## src/rtl/scroll_latch_regs_pkg.sv

```systemverilog
// rtl/scroll_latch_regs_pkg.sv - register offsets and width defaults for the scroll register file
// Purpose: register offsets and width defaults shared by the scroll register file
//          and its per-layer counters.
// Ports:   none (package).
package scroll_latch_regs_pkg;

  localparam int HBITS_DEF    = 9;
  localparam int VBITS_DEF    = 8;
  localparam int LAYER_STRIDE = 4;
  localparam int NUM_LAYERS   = 2;

  // Offset within one layer's group of registers (A[1:0]).
  typedef enum logic [1:0] {
    REG_HLO  = 2'd0,
    REG_HHI  = 2'd1,
    REG_V    = 2'd2,
    REG_RSVD = 2'd3
  } reg_off_e;

endpackage

```

## src/rtl/scroll_counter.sv

```systemverilog
// rtl/scroll_counter.sv - active scroll registers and H/V position counters for one layer
// Purpose: holds the committed (active) scroll values of one layer and produces
//          the scrolled horizontal/vertical pixel positions.
// Ports:   clk_i, rst_i           clock, synchronous active-high reset
//          commit_i              copy shadow_h_i/shadow_v_i into the active registers
//          hblank_rise_i         nHBLANK rising edge detected this cycle
//          vblank_rise_i         nVBLANK rising edge detected this cycle
//          hactive_i, vactive_i  current nHBLANK / nVBLANK levels
//          shadow_h_i/shadow_v_i shadow scroll values from the register file
//          hpos_o, vpos_o        registered scrolled positions
module scroll_counter
  import scroll_latch_regs_pkg::*;
#(
  parameter int HBITS = HBITS_DEF,
  parameter int VBITS = VBITS_DEF
) (
  input  logic             clk_i,
  input  logic             rst_i,
  input  logic             commit_i,
  input  logic             hblank_rise_i,
  input  logic             vblank_rise_i,
  input  logic             hactive_i,
  input  logic             vactive_i,
  input  logic [HBITS-1:0] shadow_h_i,
  input  logic [VBITS-1:0] shadow_v_i,
  output logic [HBITS-1:0] hpos_o,
  output logic [VBITS-1:0] vpos_o
);

  logic [HBITS-1:0] act_h_q, act_h_d, hpos_q, hpos_d;
  logic [VBITS-1:0] act_v_q, act_v_d, vpos_q, vpos_d;

  always_comb begin
    act_h_d = act_h_q;
    act_v_d = act_v_q;
    hpos_d  = hpos_q;
    vpos_d  = vpos_q;

    if (commit_i) begin
      act_h_d = shadow_h_i;
      act_v_d = shadow_v_i;
    end

    // Loads take the active value as it stood before any same-cycle commit.
    if (hblank_rise_i)  hpos_d = act_h_q;
    else if (hactive_i) hpos_d = hpos_q + HBITS'(1);

    // Frame start wins over the line step when both edges coincide.
    if (vblank_rise_i)                   vpos_d = act_v_q;
    else if (hblank_rise_i && vactive_i) vpos_d = vpos_q + VBITS'(1);
  end

  always_ff @(posedge clk_i) begin
    if (rst_i) begin
      act_h_q <= '0;
      act_v_q <= '0;
      hpos_q  <= '0;
      vpos_q  <= '0;
    end else begin
      act_h_q <= act_h_d;
      act_v_q <= act_v_d;
      hpos_q  <= hpos_d;
      vpos_q  <= vpos_d;
    end
  end

  assign hpos_o = hpos_q;
  assign vpos_o = vpos_q;

endmodule

```

## src/rtl/scroll_latch_regs.sv

```systemverilog
// rtl/scroll_latch_regs.sv - CPU scroll register file with per-frame commit for tile layers 0/1
// Purpose: latches CPU scroll writes into shadow registers, commits them at the
//          start of vertical blank and drives two per-layer scroll counters.
// Ports:   CLK_6M, rst        pixel clock, synchronous active-high reset
//          nLATCH, A, D       write strobe (active-low), register offset, data
//          nHBLANK, nVBLANK   video blanking, active-low
//          HPOS0/1, VPOS0/1   scrolled positions for layer 0/1
//          PENDING            shadow written since the last commit
module scroll_latch_regs
  import scroll_latch_regs_pkg::*;
#(
  parameter int HBITS = HBITS_DEF,
  parameter int VBITS = VBITS_DEF
) (
  input  logic             CLK_6M,
  input  logic             rst,
  input  logic             nLATCH,
  input  logic [2:0]       A,
  input  logic [7:0]       D,
  input  logic             nHBLANK,
  input  logic             nVBLANK,
  output logic [HBITS-1:0] HPOS0,
  output logic [HBITS-1:0] HPOS1,
  output logic [VBITS-1:0] VPOS0,
  output logic [VBITS-1:0] VPOS1,
  output logic             PENDING
);

  logic             nhblank_q, nvblank_q;
  logic             hblank_rise, vblank_rise, commit;
  logic [HBITS-1:0] sh_h_q [NUM_LAYERS];
  logic [HBITS-1:0] sh_h_d [NUM_LAYERS];
  logic [VBITS-1:0] sh_v_q [NUM_LAYERS];
  logic [VBITS-1:0] sh_v_d [NUM_LAYERS];
  logic             pending_q, pending_d;
  logic             wr_layer, wr_en;
  reg_off_e         wr_off;

  assign hblank_rise = nHBLANK & ~nhblank_q;
  assign vblank_rise = nVBLANK & ~nvblank_q;
  assign commit      = ~nVBLANK & nvblank_q;

  assign wr_layer = (A >= 3'(LAYER_STRIDE));
  assign wr_off   = reg_off_e'(A[1:0]);
  assign wr_en    = ~nLATCH & (wr_off != REG_RSVD);

  always_comb begin
    sh_h_d    = sh_h_q;
    sh_v_d    = sh_v_q;
    pending_d = pending_q;
    if (commit) pending_d = 1'b0;
    // A write in the commit cycle lands after the copy, so it stays pending.
    if (wr_en) begin
      pending_d = 1'b1;
      case (wr_off)
        REG_HLO: sh_h_d[wr_layer][7:0]       = D;
        REG_HHI: sh_h_d[wr_layer][HBITS-1:8] = D[HBITS-9:0];
        REG_V:   sh_v_d[wr_layer]            = D[VBITS-1:0];
        default: ;
      endcase
    end
  end

  always_ff @(posedge CLK_6M) begin
    if (rst) begin
      nhblank_q <= 1'b1;
      nvblank_q <= 1'b1;
      pending_q <= 1'b0;
      for (int l = 0; l < NUM_LAYERS; l++) begin
        sh_h_q[l] <= '0;
        sh_v_q[l] <= '0;
      end
    end else begin
      nhblank_q <= nHBLANK;
      nvblank_q <= nVBLANK;
      pending_q <= pending_d;
      sh_h_q    <= sh_h_d;
      sh_v_q    <= sh_v_d;
    end
  end

  scroll_counter #(.HBITS(HBITS), .VBITS(VBITS)) u_layer0 (
    .clk_i        (CLK_6M),
    .rst_i        (rst),
    .commit_i     (commit),
    .hblank_rise_i(hblank_rise),
    .vblank_rise_i(vblank_rise),
    .hactive_i    (nHBLANK),
    .vactive_i    (nVBLANK),
    .shadow_h_i   (sh_h_q[0]),
    .shadow_v_i   (sh_v_q[0]),
    .hpos_o       (HPOS0),
    .vpos_o       (VPOS0)
  );

  scroll_counter #(.HBITS(HBITS), .VBITS(VBITS)) u_layer1 (
    .clk_i        (CLK_6M),
    .rst_i        (rst),
    .commit_i     (commit),
    .hblank_rise_i(hblank_rise),
    .vblank_rise_i(vblank_rise),
    .hactive_i    (nHBLANK),
    .vactive_i    (nVBLANK),
    .shadow_h_i   (sh_h_q[1]),
    .shadow_v_i   (sh_v_q[1]),
    .hpos_o       (HPOS1),
    .vpos_o       (VPOS1)
  );

  assign PENDING = pending_q;

endmodule

```

## config.mk

```make
export PLATFORM = sky130hd
export DESIGN_NAME = scroll_latch_regs
export DESIGN_NICKNAME = d
export VERILOG_FILES = /design/src/rtl/scroll_latch_regs_pkg.sv /design/src/rtl/scroll_counter.sv /design/src/rtl/scroll_latch_regs.sv
export SDC_FILE = /design/constraint.sdc
export NUM_CORES = 1
export LEC_CHECK = 0
export CAP_MARGIN = 5
export CORE_MARGIN = 10
export CORE_UTILIZATION = 56
export CTS_BUF_LIST = sky130_fd_sc_hd__clkbuf_8 sky130_fd_sc_hd__clkbuf_16
export DETAILED_ROUTE_END_ITERATION = 8
export GPL_ROUTABILITY_DRIVEN = 0
export HOLD_SLACK_MARGIN = 0.03
export PLACE_DENSITY = 0.8
export REMOVE_ABC_BUFFERS = 1
export SLEW_MARGIN = 20
export SYNTH_ARGS = -nofsm -noshare
export SYNTH_HDL_FRONTEND = slang
export SYNTH_SLANG_ARGS = --single-unit
```

## constraint.sdc

```tcl
create_clock -name CLK_6M -period 2.1 [get_ports CLK_6M]
set_input_delay 0.63 -clock CLK_6M [delete_from_list [all_inputs] [get_ports CLK_6M]]
set_output_delay 0.63 -clock CLK_6M [all_outputs]
set_load 0.01 [all_outputs]
```

-- Yosys cells after proc, flatten, opt, wreduce, memory -nomap -nowiden
Cells that the tools add are included.
- bits in registers: 105
- bits of input ports: 16
- word-level logic and storage cells: 63
- add/subtract/negate cells: 4
- magnitude comparators: 3
- equality and inequality tests: 3
- mux-type cells: 20
- bitwise logic cells: 9
- reductions and logical operators: 9
- operators by type and width (kind ; count):
    8-bit 2-to-1 mux ; 6
    9-bit 2-to-1 mux ; 5
    18-bit bitwise mux ; 2
    18-bit one-hot mux with 2 select lines ; 1
    9-bit by 1-bit adder with 9-bit output (second input constant) ; 2
    9-bit demux with 1-bit select ; 2
    8-bit by 1-bit adder with 8-bit output (second input constant) ; 2
    16-bit bitwise mux ; 1
    8-bit demux with 1-bit select ; 1
    2-bit nonzero test ; 4
    1-bit bitwise AND ; 4
    1-bit NOT ; 4
    2-bit AND reduction ; 2
    3-bit >= comparator (second input constant) ; 1
    2-bit by 1-bit == test with 1-bit output (second input constant) ; 1
    2-bit == test (second input constant) ; 1
    2-bit >= comparator (second input constant) ; 1
    1-bit logical AND ; 2
    2-bit zero test ; 1
    2-bit by 1-bit < comparator with 1-bit output (second input constant) ; 1
    1-bit 2-to-1 mux ; 2
    2-bit != test (second input constant) ; 1
    1-bit NOT with 2-bit output ; 1

-- Depth between registers and ports, before layout
- depth in word-level cells: 8
- gate-level depth with buffers: 6
- gate-level depth less buffers: 5

-- Cells and area by module
Synthesis repeated with hierarchy kept, for this count alone.
- cells, all modules: 501
- area total of the unflattened synthesis: 4551.9 µm²
- by module, submodules not included (module ; instances ; cells an instance ; area each (µm²) ; sequential area each (µm²)):
    scroll_counter ; 2 ; 171 ; 1557.7 ; 680.7
    scroll_latch_regs ; 1 ; 159 ; 1436.4 ; 740.7

-- Worst setup path before layout
No wires, ideal clock.
- path kind: in2reg
- from: in A[1]
- to: reg sh_h_q[10] (netlist bit)
- library setup time: 128 ps
- arrival: 1587 ps
- path slack: 386 ps
- stages on the path: 4
- buffers on the path: 1
- cells stage by stage: buf_6 > nor4_4 > mux2i_1 > nor2_1
- word-level cells in the longest chain between the ends: 8
- ends and longest elaborated chain (item ; RTL line ; RTL):
    start, declared ; scroll_latch_regs.sv:18 ; input logic [2:0] A,
    3-bit >= comparator ; scroll_latch_regs.sv:43 ; assign wr_layer = (A >= 3'(LAYER_STRIDE));
    1-bit NOT with 2-bit output (implied by the code) ; scroll_latch_regs.sv:56, scroll_latch_regs.sv:57 ;
    2-bit >= comparator (implied by the code) / 2-bit by 1-bit < comparator with 1-bit output (equally long branches) ; scroll_latch_regs.sv:56 ; REG_HLO: sh_h_d[wr_layer][7:0] = D;
    1-bit logical AND (implied by the code) ; scroll_latch_regs.sv:56 ;
    8-bit 2-to-1 mux (implied by the code) ; scroll_latch_regs.sv:56 ;
    9-bit demux with 1-bit select ; scroll_latch_regs.sv:56 ;
    18-bit bitwise mux ; scroll_latch_regs.sv:56 ;
    18-bit one-hot mux with 2 select lines ; scroll_latch_regs.sv:55 ; case (wr_off)
    end signal, assigned ; scroll_latch_regs.sv:77 ; sh_h_q <= sh_h_d;
    end, declared ; scroll_latch_regs.sv:31 ; logic [HBITS-1:0] sh_h_q [NUM_LAYERS];
Parallel ways exist; a longest one is shown, timed or not.
A chain may end at the register's enable or synchronous reset.

-- Worst setup path after layout
- from: reg u_layer1.vpos_q[0], in the netlist u_layer1.vpos_o[0]
- to: out VPOS1[0]
- RTL lines (item ; RTL line ; RTL):
    start, declared ; scroll_counter.sv:31 ; logic [VBITS-1:0] act_v_q, act_v_d, vpos_q, vpos_d;
    start signal, assigned ; scroll_counter.sv:63 ; vpos_q <= vpos_d;
    end, declared ; scroll_latch_regs.sv:25 ; output logic [VBITS-1:0] VPOS1,
No word-level cell between the ends.

==> impl_summary.txt <==
----------------------------------------------------
[Timing]
  Shortest period the worst path allows ... 2.06 ns
  Slew HR ... 60.3%
  Post-Route Skew ... 0.0124 ns
  Transition time at the pin with the least slew margin ... 0.595 ns
  Total count of max-transition violations in the final report ... 0
  Fmax ... 485 MHz
  TNS Setup ... 0 ns
  Count of endpoints failing setup in the final report ... 0
  Period utilization ... 98.2%
  Final worst setup slack ... 0.0385 ns
  RSZ-0062 raised after global routing ... no
  Number of hold-slack violations in the final timing report ... 0

[Drt]
  Count of vias placed by the detailed router ... 4008
  Met1 Routed Length ... 4950 um
  Metal3 WL ... 697 um
  Antenna Nets Post-Route ... 0
  Topmost layer with routed signal wires ... met4
  First-iteration detailed-routing DRC count ... 282
  WL per Instance ... 15.2 um
  DRC violation count after routing ... 0
  Detailed-route wire length ... 10800 um
  First-pass detailed-route iteration total ... 5
  Drt via density ... 5.64
  Amount of wire on met2 after detailed routing ... 5050 um

[Synth]
  Count of cell types in the netlist ... 47
  Synth top area cells ... dfxtp_1, nand2_1, a21oi_1
  Most numerous cell types in the synthesized netlist ... nand2_1, dfxtp_1, a21oi_1, nor2_1, o21ai_0
  Number of flops mapped to enable cells by yosys ... 0
  Cell Area, Synth ... 0.00447 mm^2
  Post-synthesis cell type with the largest combined area ... dfxtp_1
  Avg Synthesized Cell Area ... 8.14 um^2
  Async set or reset register ratio after synthesis ... 0%
  Top-area cell type share of the netlist area ... 47.0%
  Post-synthesis cell count ... 550
  Sequential area share after synthesis ... 47.0%
  Yosys reg bits ... 105
  Most used flip-flop cell after synthesis ... dfxtp_1
  Total number of yosys warnings ... 0
  Most instantiated library cell after synthesis ... nand2_1

[Hold path]
  Hold WC Path Type ... flip-flop to flip-flop

[Flow run]
  Reported max-cap violation count ... 0

[Pwr]
  Pleak ... 1.86 nW
  Sequential Power Share ... 55.2%
  Logic gate share of total power ... 9.1%
  Switching power summed over all nets ... 0.976 mW
  Int Power ... 2.76 mW
  Clock share of power ... 35.7%
  Share of total power consumed by net switching ... 26.1%
  IR Drop Worst-Case VDD ... 0.457 mV
  Pwr per Cell Area ... 688 mW/mm^2

[Global route]
  Wire length of the first global-routing pass ... 17900 um
  Pin count of the biggest net entering global routing ... 36
  Number of antenna violations at the first check in global routing ... 0
  Overall Global Routing Usage ... 18.4%
  Total grt overflow ... 0
  Via count of the first global-routing pass ... 3693

[Final layout]
  Non-filler cells, final ... 711
  Cell area after layout ... 0.00544 mm^2
  Diode insertion count for antenna repair ... 0
  Register area ... 0.00210 mm^2
  Filler instances ... 630
  Final layout net count ... 624
  Area added between synthesis and finish ... 21.5%
  Area of the multi-input gates ... 0.00220 mm^2
  Share of cells above drive strength 1 ... 8.87%
  Util after Layout ... 70.0%

[Setup path]
  Data arrival, critical path ... 1.43 ns
  Largest stage delay on the critical path ... 0.60 ns
  Kind of start point of the critical path ... flip-flop
  CP max-delay cell ... clkdlybuf4s50_1
  Count of buffering cells on the critical path with inverters included ... 1
  List of cells traversed by the critical path ... clkdlybuf4s50_1
  Largest delay contributor family on the critical path ... buffers and inverters
  Critical path peak fanout ... 6
  Required time at the worst-slack endpoint ... 1.47 ns
  Crit. End Element ... primary output
  Crit Path Class ... flip-flop to primary output

[Clock tree]
  Root buffer cell ... clkbuf_8
  CTS hold repair buffers ... 0
  CTS Buffer Depth ... 2
  Later-pin clock latency in the skew report ... 0.37 ns
  Post CTS Setup Buffer Count ... 0
  Clock buffer count from CTS ... 9
  CTS clk-pin slew, worst paths ... 0.11 ns
  TritonCTS clock tree ... yes
  CTS sink cnt ... 105
  H-tree levels ... 3

[Status]
  Run status ... complete, no violations

[Placed design]
  HPWL Detailed ... 7820 um
  Cell count after placement ... 695
  Dpl ws ... -0.121 ns
  Placed Area ... 0.00521 mm^2
  Port Buf Inserts ... 50

[Die]
  Chip Width ... 109 um
  Full die area ... 0.0120 mm^2
  Die Ht ... 109 um
  Core ar. ... 0.00777 mm^2
  Top-Level Pins ... 51
  Std cell rows ... 32
  Starting Density ... 57.6%

----------------------------------------------------
==> repair_timing <==
action | 4_1_cts | 5_1_grt
gates resized for setup | 0 | 2
hold endpoints to repair | 0 | 0
setup endpoints to repair | 0 | 2
==> flip-flops by register name (all words and copies together) (netlist names) <==
| name | cells |
|---|---|
| u_layer1.act_h_q | 9 |
| nvblank_q | 1 |
| u_layer0.act_h_q | 9 |
| u_layer1.vpos_o | 8 |
| u_layer0.hpos_o | 9 |
| u_layer1.act_v_q | 8 |
| u_layer0.vpos_o | 8 |
| sh_v_q | 16 |
| sh_h_q | 18 |
| u_layer0.act_v_q | 8 |
| u_layer1.hpos_o | 9 |
| nhblank_q | 1 |
| PENDING | 1 |
==> layout make-up <==
type,instances,share of cell area [%]
Clock inverter,7,1.84
Inverter,9,0.622
Tap cell,102,2.35
Multi-Input combinational cell,402,40.4
Timing Repair Buffer,77,13.8
Sequential cell,105,38.7
Clock buffer,9,2.28
==> cells by family after synthesis <==
group,synth area share (%)
flip-flops,47.0
adder cells (fa/ha/maj),1.12
multiplexers,4.92
AO/OA/AOI/OAI,18.8
buffers and inverters,4.11
AND/OR/NAND/NOR,24.0
==> power by group through the flow <==
stage                     logic, mW  clock network, mW  registers (mW)
after floorplan               0.128                  0            2.11
after global placement        0.330                  0            2.11
after detailed placement      0.338                  0            2.11
after CTS                     0.340               1.36            2.06
after global routing          0.374               1.43            2.07
final                         0.340               1.33            2.07
==> layer usage <==
| layer | track usage (%) | up-vias |
|---|---|---|
| met2 | 29.5 | 112 |
| met3 | 3.80 | 9 |
| met4 | 4.74 | 0 |
| met5 | 0 | - |
| met1 | 24.8 | 1867 |
| li1 | - | 2020 |
==> per-stage QoR <==
step / power, mW / hold WS (ns)
floorplan: 2.24 / 0.425
global placement: 2.44 / 0.441
detailed placement: 2.45 / 0.445
CTS: 3.77 / 0.462
global route: 3.87 / 0.479
finish: 3.74 / 0.460
==> final timing paths <==
check / startpoint / end / slack (ns) / cells past startpoint
max: u_layer1.vpos_o[0]$_SDFFE_PP0P_ / VPOS1[0] / 0.04 / 1
min: sh_v_q[14]$_SDFFE_PP0P_ / sh_v_q[14]$_SDFFE_PP0P_ / 0.46 / 2
max reg2reg: nhblank_q$_SDFF_PP1_ / u_layer1.hpos_o[6]$_SDFFE_PP0P_ / 0.47 / 3
min reg2reg: sh_v_q[14]$_SDFFE_PP0P_ / sh_v_q[14]$_SDFFE_PP0P_ / 0.46 / 2
==> cells in the final DEF (no fill, tap or decap), drive strengths merged, types with 2 or more instances in the layout <==
cell type      count
a221oi             4
and2              13
a211oi             6
clkbuf             9
and3               3
nor2              39
and4               3
o21ai             29
o41ai              2
clkinv             4
nand2            119
or3                3
nor3b              2
o32ai              3
nand4b             2
nand3             16
clkdlybuf4s50     49
o2bb2ai            4
a21o               3
a31oi              4
nor3              10
buf               28
dfxtp            105
nand2b             4
a311oi             3
nor2b              7
o31a               2
a22oi              6
mux2i             22
a21oi             73
inv               11
ha                 4
nand4              5
Note: power is estimated with default switching activity, not from simulation.
